===== config.mk =====
export PLATFORM = sky130hd
export DESIGN_NAME = bcd_serial_sub
export DESIGN_NICKNAME = d
export VERILOG_FILES = /design/src/rtl/bcd_serial_sub.sv
export SDC_FILE = /design/constraint.sdc
export NUM_CORES = 1
export LEC_CHECK = 0
export CAP_MARGIN = 20
export CORE_AREA = 5 5 90 92
export DETAILED_ROUTE_END_ITERATION = 8
export DIE_AREA = 0 0 95 97
export GPL_TIMING_DRIVEN = 1
export PLACE_DENSITY_LB_ADDON = 0.05
export SYNTH_ARGS = -nofsm -noshare
export SYNTH_HDL_FRONTEND = slang
export SYNTH_SLANG_ARGS = --single-unit

===== constraint.sdc =====
create_clock -name clk -period 9.19 [get_ports clk]
set_input_delay 2.757 -clock clk [delete_from_list [all_inputs] [get_ports clk]]
set_output_delay 2.757 -clock clk [all_outputs]
set_load 0.03 [all_outputs]

===== src/rtl/bcd_serial_sub.sv =====
// Digit-serial packed-BCD subtractor: A - B - bin, LSD first.
// Signed-magnitude result with start/busy/done handshake.
module bcd_serial_sub #(
  parameter int DIGITS = 4
) (
  input  logic                  clk,
  input  logic                  rst,
  input  logic                  start,
  input  logic [4*DIGITS-1:0]   a,
  input  logic [4*DIGITS-1:0]   b,
  input  logic                  bin,
  output logic                  busy,
  output logic                  done,
  output logic [4*DIGITS-1:0]   diff,
  output logic                  neg,
  output logic                  invalid
);

  localparam int W  = 4 * DIGITS;
  localparam int IW = (DIGITS > 1) ? $clog2(DIGITS) : 1;
  localparam logic [IW-1:0] LAST = IW'(DIGITS - 1);

  typedef enum logic [1:0] {
    S_IDLE,
    S_SUB,
    S_FIX,
    S_DONE
  } state_t;

  state_t        state_q, state_d;
  logic [W-1:0]  a_q, a_d;
  logic [W-1:0]  b_q, b_d;
  logic [W-1:0]  raw_q, raw_d;
  logic [IW-1:0] idx_q, idx_d;
  logic          borrow_q, borrow_d;
  logic [W-1:0]  diff_q, diff_d;
  logic          neg_q, neg_d;
  logic          inv_q, inv_d;

  logic          bad;
  logic [3:0]    op_x, op_y;
  logic [4:0]    t;
  logic [4:0]    t_adj;
  logic [3:0]    dig;
  logic          bout;

  always_comb begin
    bad = 1'b0;
    for (int i = 0; i < DIGITS; i++) begin
      if (a_q[4*i +: 4] > 4'd9) bad = 1'b1;
      if (b_q[4*i +: 4] > 4'd9) bad = 1'b1;
    end
  end

  // FIX reuses the digit subtractor as 0 - raw_i - borrow
  always_comb begin
    op_x  = (state_q == S_FIX) ? 4'd0 : a_q[4*idx_q +: 4];
    op_y  = (state_q == S_FIX) ? raw_q[4*idx_q +: 4]
                               : b_q[4*idx_q +: 4];
    t     = {1'b0, op_x} - {1'b0, op_y} - {4'd0, borrow_q};
    t_adj = t + 5'd10;
    bout  = t[4];
    dig   = bout ? t_adj[3:0] : t[3:0];
  end

  always_comb begin
    state_d  = state_q;
    a_d      = a_q;
    b_d      = b_q;
    raw_d    = raw_q;
    idx_d    = idx_q;
    borrow_d = borrow_q;
    diff_d   = diff_q;
    neg_d    = neg_q;
    inv_d    = inv_q;
    unique case (state_q)
      S_IDLE: begin
        if (start) begin
          a_d      = a;
          b_d      = b;
          borrow_d = bin;
          idx_d    = '0;
          state_d  = S_SUB;
        end
      end
      S_SUB: begin
        if (bad) begin
          diff_d  = '0;
          neg_d   = 1'b0;
          inv_d   = 1'b1;
          state_d = S_DONE;
        end else begin
          raw_d[4*idx_q +: 4] = dig;
          borrow_d = bout;
          if (idx_q == LAST) begin
            idx_d = '0;
            if (bout) begin
              borrow_d = 1'b0;
              state_d  = S_FIX;
            end else begin
              diff_d  = raw_d;
              neg_d   = 1'b0;
              inv_d   = 1'b0;
              state_d = S_DONE;
            end
          end else begin
            idx_d = idx_q + IW'(1);
          end
        end
      end
      S_FIX: begin
        raw_d[4*idx_q +: 4] = dig;
        borrow_d = bout;
        if (idx_q == LAST) begin
          idx_d   = '0;
          diff_d  = raw_d;
          neg_d   = 1'b1;
          inv_d   = 1'b0;
          state_d = S_DONE;
        end else begin
          idx_d = idx_q + IW'(1);
        end
      end
      S_DONE: state_d = S_IDLE;
      default: state_d = S_IDLE;
    endcase
  end

  always_ff @(posedge clk) begin
    if (rst) begin
      state_q  <= S_IDLE;
      a_q      <= '0;
      b_q      <= '0;
      raw_q    <= '0;
      idx_q    <= '0;
      borrow_q <= 1'b0;
      diff_q   <= '0;
      neg_q    <= 1'b0;
      inv_q    <= 1'b0;
    end else begin
      state_q  <= state_d;
      a_q      <= a_d;
      b_q      <= b_d;
      raw_q    <= raw_d;
      idx_q    <= idx_d;
      borrow_q <= borrow_d;
      diff_q   <= diff_d;
      neg_q    <= neg_d;
      inv_q    <= inv_d;
    end
  end

  assign busy    = (state_q != S_IDLE);
  assign done    = (state_q == S_DONE);
  assign diff    = diff_q;
  assign neg     = neg_q;
  assign invalid = inv_q;

endmodule

# Word level (Yosys, flattened, before mapping)
# Cells that the tools add are included.
dict set report op_classes {
  n_addsub 5
  n_lt_le_gt_ge 8
  n_eq_ne 9
  n_shift 5
  mux 41
  n_reduce_logical 9
}
# operator count
set ops {}
lappend ops {{2-to-1 mux 16 bit} 5}
lappend ops {{one-hot mux 16 bit (2 select lines)} 2}
lappend ops {{indexed part select 16 x 5 -> 4 bit} 3}
lappend ops {{negator 4 -> 34 bit} 1}
lappend ops {{variable shift 4 x 34 -> 16 bit, first input constant} 1}
lappend ops {{indexed part select 4 x 34 -> 16 bit} 1}
lappend ops {{greater-than comparator 4 bit, second input constant} 8}
lappend ops {{2-to-1 mux 1 bit} 18}
lappend ops {{bitwise mux 16 bit} 1}
lappend ops {{2-to-1 mux 2 bit} 7}
lappend ops {{2-to-1 mux 4 bit} 3}
lappend ops {{one-hot mux 2 bit (4 select lines)} 1}
lappend ops {{== test 2 bit, second input constant} 3}
lappend ops {{!= test 3 bit, second input constant} 2}
lappend ops {{one-hot mux 2 bit (3 select lines)} 1}
lappend ops {{AND reduction 3 bit} 2}
lappend ops {{subtractor 4 x 4 -> 5 bit} 1}
lappend ops {{subtractor 5 x 1 -> 5 bit} 1}
lappend ops {{adder 4 bit, second input constant} 1}
lappend ops {{!= test 2 bit, second input constant} 2}
lappend ops {{one-hot mux 1 bit (2 select lines)} 2}
lappend ops {{AND reduction 2 bit} 2}
lappend ops {{AND reduction 4 bit} 1}
lappend ops {{nonzero test 2 bit} 2}
lappend ops {{other kinds (6)} 6}
dict set report totals {
  reg_bits 71
  input_bits 36
  output_inout_bits 20
  wordCells 86
}

# Depth between registers and ports, before layout
dict set report logic_depth {
  depth_word 12
  ltp_mapped 18
  ltp_nobuf 15
}

# Worst setup path before layout
# OpenSTA, ideal clock, no wires.
dict set report synth_timing {
  path_kind {reg2reg}
  start {register state_q[0]}
  end {register raw_q[11]}
  setup_ns 0.086
  arrival_time_ns 3.854
  t_required_ns 9.104
  path_slack_ns 5.250
  stages_incl_launch_ff 17
  path_buffers 3
  synth_period_minus_slack_ns 3.940
  path_cell_list {dfxtp_1 inv_1 ha_1 clkbuf_1 clkbuf_1 mux4_2 nand2_1 o21ai_0 fa_1 fa_1 xnor2_1 ha_1 o31a_1 buf_2 o32ai_1 nor3_1 a211oi_1}
}
dict set report synth_between {
  elab_chain_cells 10
  word_cells_on_any_way 15
  classes_between {add/sub (3); eq/ne (3); shift (1); mux (6); reduce/logical (2)}
}
# item line
set synth_rtl {}
lappend synth_rtl {{start: declaration} 30} ;# state_t state_q, state_d;
lappend synth_rtl {{start signal: assignment} 141} ;# state_q <= state_d;
lappend synth_rtl {{== test 2 bit} {57, 58, 76}}
lappend synth_rtl {{2-to-1 mux 4 bit (on tied branches)} {57, 58}}
lappend synth_rtl {{subtractor 4 x 4 -> 5 bit} 60} ;# t = {1'b0, op_x} - {1'b0, op_y} - {4'd0, borrow_q};
lappend synth_rtl {{subtractor 5 x 1 -> 5 bit} 60}
lappend synth_rtl {{adder 4 bit} 61} ;# t_adj = t + 5'd10;
lappend synth_rtl {{2-to-1 mux 4 bit} 63} ;# dig = bout ? t_adj[3:0] : t[3:0];
lappend synth_rtl {{indexed part select 4 x 34 -> 16 bit} {93, 112}}
lappend synth_rtl {{bitwise mux 16 bit} {93, 112}}
lappend synth_rtl {{2-to-1 mux 16 bit} 87} ;# if (bad) begin
lappend synth_rtl {{one-hot mux 16 bit (2 select lines)} 76} ;# unique case (state_q)
lappend synth_rtl {{end signal: assignment} 144} ;# raw_q <= raw_d;
lappend synth_rtl {{end: declaration} 33} ;# logic [W-1:0] raw_q, raw_d;
# Several ways; a longest one is shown, not always the timed one. The select of a mux whose other input is x is not followed.
# A chain may end at the register's enable or synchronous reset.

# Worst setup path in the final report
dict set report layout_timing {
  start {register state_q[1]}
  end {output busy}
}
dict set report layout_between {
  elab_chain_cells 1
}
# item line
set layout_rtl {}
lappend layout_rtl {{nonzero test 2 bit} 153} ;# assign busy = (state_q != S_IDLE);
lappend layout_rtl {{end: declaration} 12} ;# output logic busy,
# No other way between the ends.

==> reports/metrics.cfg <==
[setup_path]
r2r_cells=13
cp_common_cell=inv_1
reg2reg_to=neg
r2r_slack_ns=4.62
crit_chain=inv_1 > ha_1 > inv_1 > clkdlybuf4s50_1
worst_setup_path_end_kind=output pin
cp_data_required_time_ns=6.43
crit_arrival_ns=1.89
critical_path_class=register to output pin
slowest_delay_ns=0.66
cp-start-kind=register
crit_fanout=6
crit-reg2reg-launch=state_q[0]
crit_slowest_cell=clkdlybuf4s50_1

[global_routing]
grt_pass1_wl_mm=15.7
globalRoute.totalOverflow=0
grt_usage_pct=21.4
grt_max_degree=72
antenna_found_initial=0
grt_pass1_vias=3250

[timing]
slew_viol_final=0
finalSetupViolCount=0
worst_pin_slew_ns=1.05
clock-skew-final_ns=0.0117
max-slew-margin-rel_pct=30.2
rsz0062_at_grt=no
setup_tns_ns=0
period_share_pct=50.6
fmax_mhz=215
hold_violations=0
whs_ns=0.453
period_needed_ns=4.65

[layout]
area_growth_pct=19.8
antennaDiodeCount=0
layout_common_cells=nand2_1 (90), dfxtp_1 (71), clkdlybuf4s50_1 (54)
fin_nets=552
finalNonFillerCells=601
drive_above_1_share_pct=8.37
final_common_cell=nand2_1

[drt]
drtAntennaViolNets=0
drt_wl_total_mm=9.44
dr_total_vias=3383
drtIter0Drc=195
dr.pass1.iters=6
vias_per_cell=5.63
drc_errors=0
wire_per_inst_um=15.7

[logic_synthesis]
postSynth.asyncResetShare_pct=0
ys_warn_count=0
synth-edff-count=0
synth_fp_nets=512
synthesis.area_um2=3820
synth_ff_type=dfxtp_1
syn_area_per_cell_um2=8.37
netlist_instances=457
synth-seq-cells=71
ys_types=50
ys_seq_area_share_pct=37.2

[place]
portBuffers=55
hpwl_mm=6.89
place.gp.congestion=0.906
placed_cells=585

[cts]
cts-root-buf=clkbuf_8
numCtsBuffers=9
post_cts_buffers=0
worst_skew_pair.late_latency_ns=0.35
holdBufCountCts=0
h-tree-depth=3
cts_tree=yes
cts_sinks=71
clock_path_buffers=2
path_clk_slew_ns=0.08
cts_resized=0

[pwr]
p_leak_nw=1.69
vdd_drop_max_uv=178
power_density_nw_per_um2=314
finalPower_w=0.00144

[floorplanning]
boundaryPins=56
die_x_um=95
start_util_pct=53.6
die_y_um=97
core-area_um2=7140
die-area_um2=9220
row_count=31

[min_path]
hold_class=register to register
whs_path_depth=2
worstHoldEndpoint=diff[3]
min-delay-start=diff[3]

[status]
status=complete, no violations

[flow_run]
drv_cap=0

[where the power goes]
part	leakage, nW	internal [W]	switching, W
sequential	0.580	0.000359	0.0000471
clock	0.0968	0.000127	0.000123
combinational	1.02	0.000305	0.000475
total	1.69	0.000791	0.000645
[synth_stat cells (2+ instances only)]
cell       count  area share, %
o32ai_1        4           0.92
mux2_2         2           0.59
o211ai_1       2           0.39
dfxtp_1       71             37
inv_1         25            2.5
fa_1           2            1.0
o21ai_0       13            1.7
nand3_1        6           0.79
nor3_1        16            2.1
xor2_1         2           0.46
buf_2          4           0.52
nand2b_1       6           0.98
ha_1          17            5.6
a21oi_1       40            5.2
a211oi_1       3           0.59
and2_1         2           0.33
buf_4          2           0.39
o2bb2ai_1     12            2.7
and3_1         2           0.33
xnor2_1        2           0.46
mux2i_1       11            2.9
o31a_1         2           0.46
o21ai_1        4           0.52
mux4_2        10            5.9
nand2_1       90            8.8
nand4_4        2            1.1
o21ai_2        5            1.1
nor2_1        45            4.4
a22oi_1       13            2.6
clkbuf_1      21            2.1
nor2b_1        2           0.33
[layer usage]
metal  vias up  GRT usage (%)  wire [um]
met5         -              0          0
met4         0           6.99        116
met3        14           4.19        407
met2        94           33.9       4530
met1      1611           28.8       4380
li1       1664              -          -
[state kept, by name, indices dropped and copies added, names as in the netlist]
name      count
diff         16
state_q       2
invalid       1
idx_q         2
a_q          16
raw_q        16
neg           1
b_q          16
borrow_q      1
[area by class of cell]
type | instances | area, um2
clock buffers | 10 | 128
well taps | 99 | 124
flip-flops and latches | 71 | 1420
inverters | 25 | 93.8
repair buffers | 57 | 561
fillers | 666 | 2560
clock inverters | 6 | 68.8
multi-input cells | 333 | 2180
[metrics by stage]
stage	worst slack, ns	util (%)	area (um2)
2_1_floorplan	5.25	-	3820
3_3_place_gp	4.72	61.4	4380
3_5_place_dp	4.67	61.4	4380
4_1_cts	4.51	64.2	4580
5_1_grt	4.25	64.2	4580
6_report	4.54	64.2	4580
[worst max-delay path by stage]
stage | start | to | slack (ns) | cells past startpoint
after floorplan | state_q[0] | raw_q[11] | 5.25 | 16
after global placement | start | b_q[2] | 4.72 | 4
after detailed placement | state_q[0] | neg | 4.67 | 13
after CTS | state_q[1] | busy | 4.51 | 4
after global routing | state_q[0] | neg | 4.25 | 13
final | state_q[1] | busy | 4.54 | 4
[critical path: cells and delay by family, from the launching register on]
kind | cells | cell delay [ns]
fa+ha+maj | 1 | 0.25
buf+inv | 3 | 0.85
flops | 1 | 0.44
[cells by family (layout without fill, tap and decap cells)]
family	count (synthesis)	count (layout)	share of synthesized area (%)
simple gates	179	179	20.9
flops	71	71	37.2
buf+inv	53	98	5.72
mux	23	23	9.36
fa+ha+maj	19	19	6.61
compound gates	108	108	19.4
xor+xnor	4	4	0.916
Note: power is estimated with default switching activity, not from simulation.
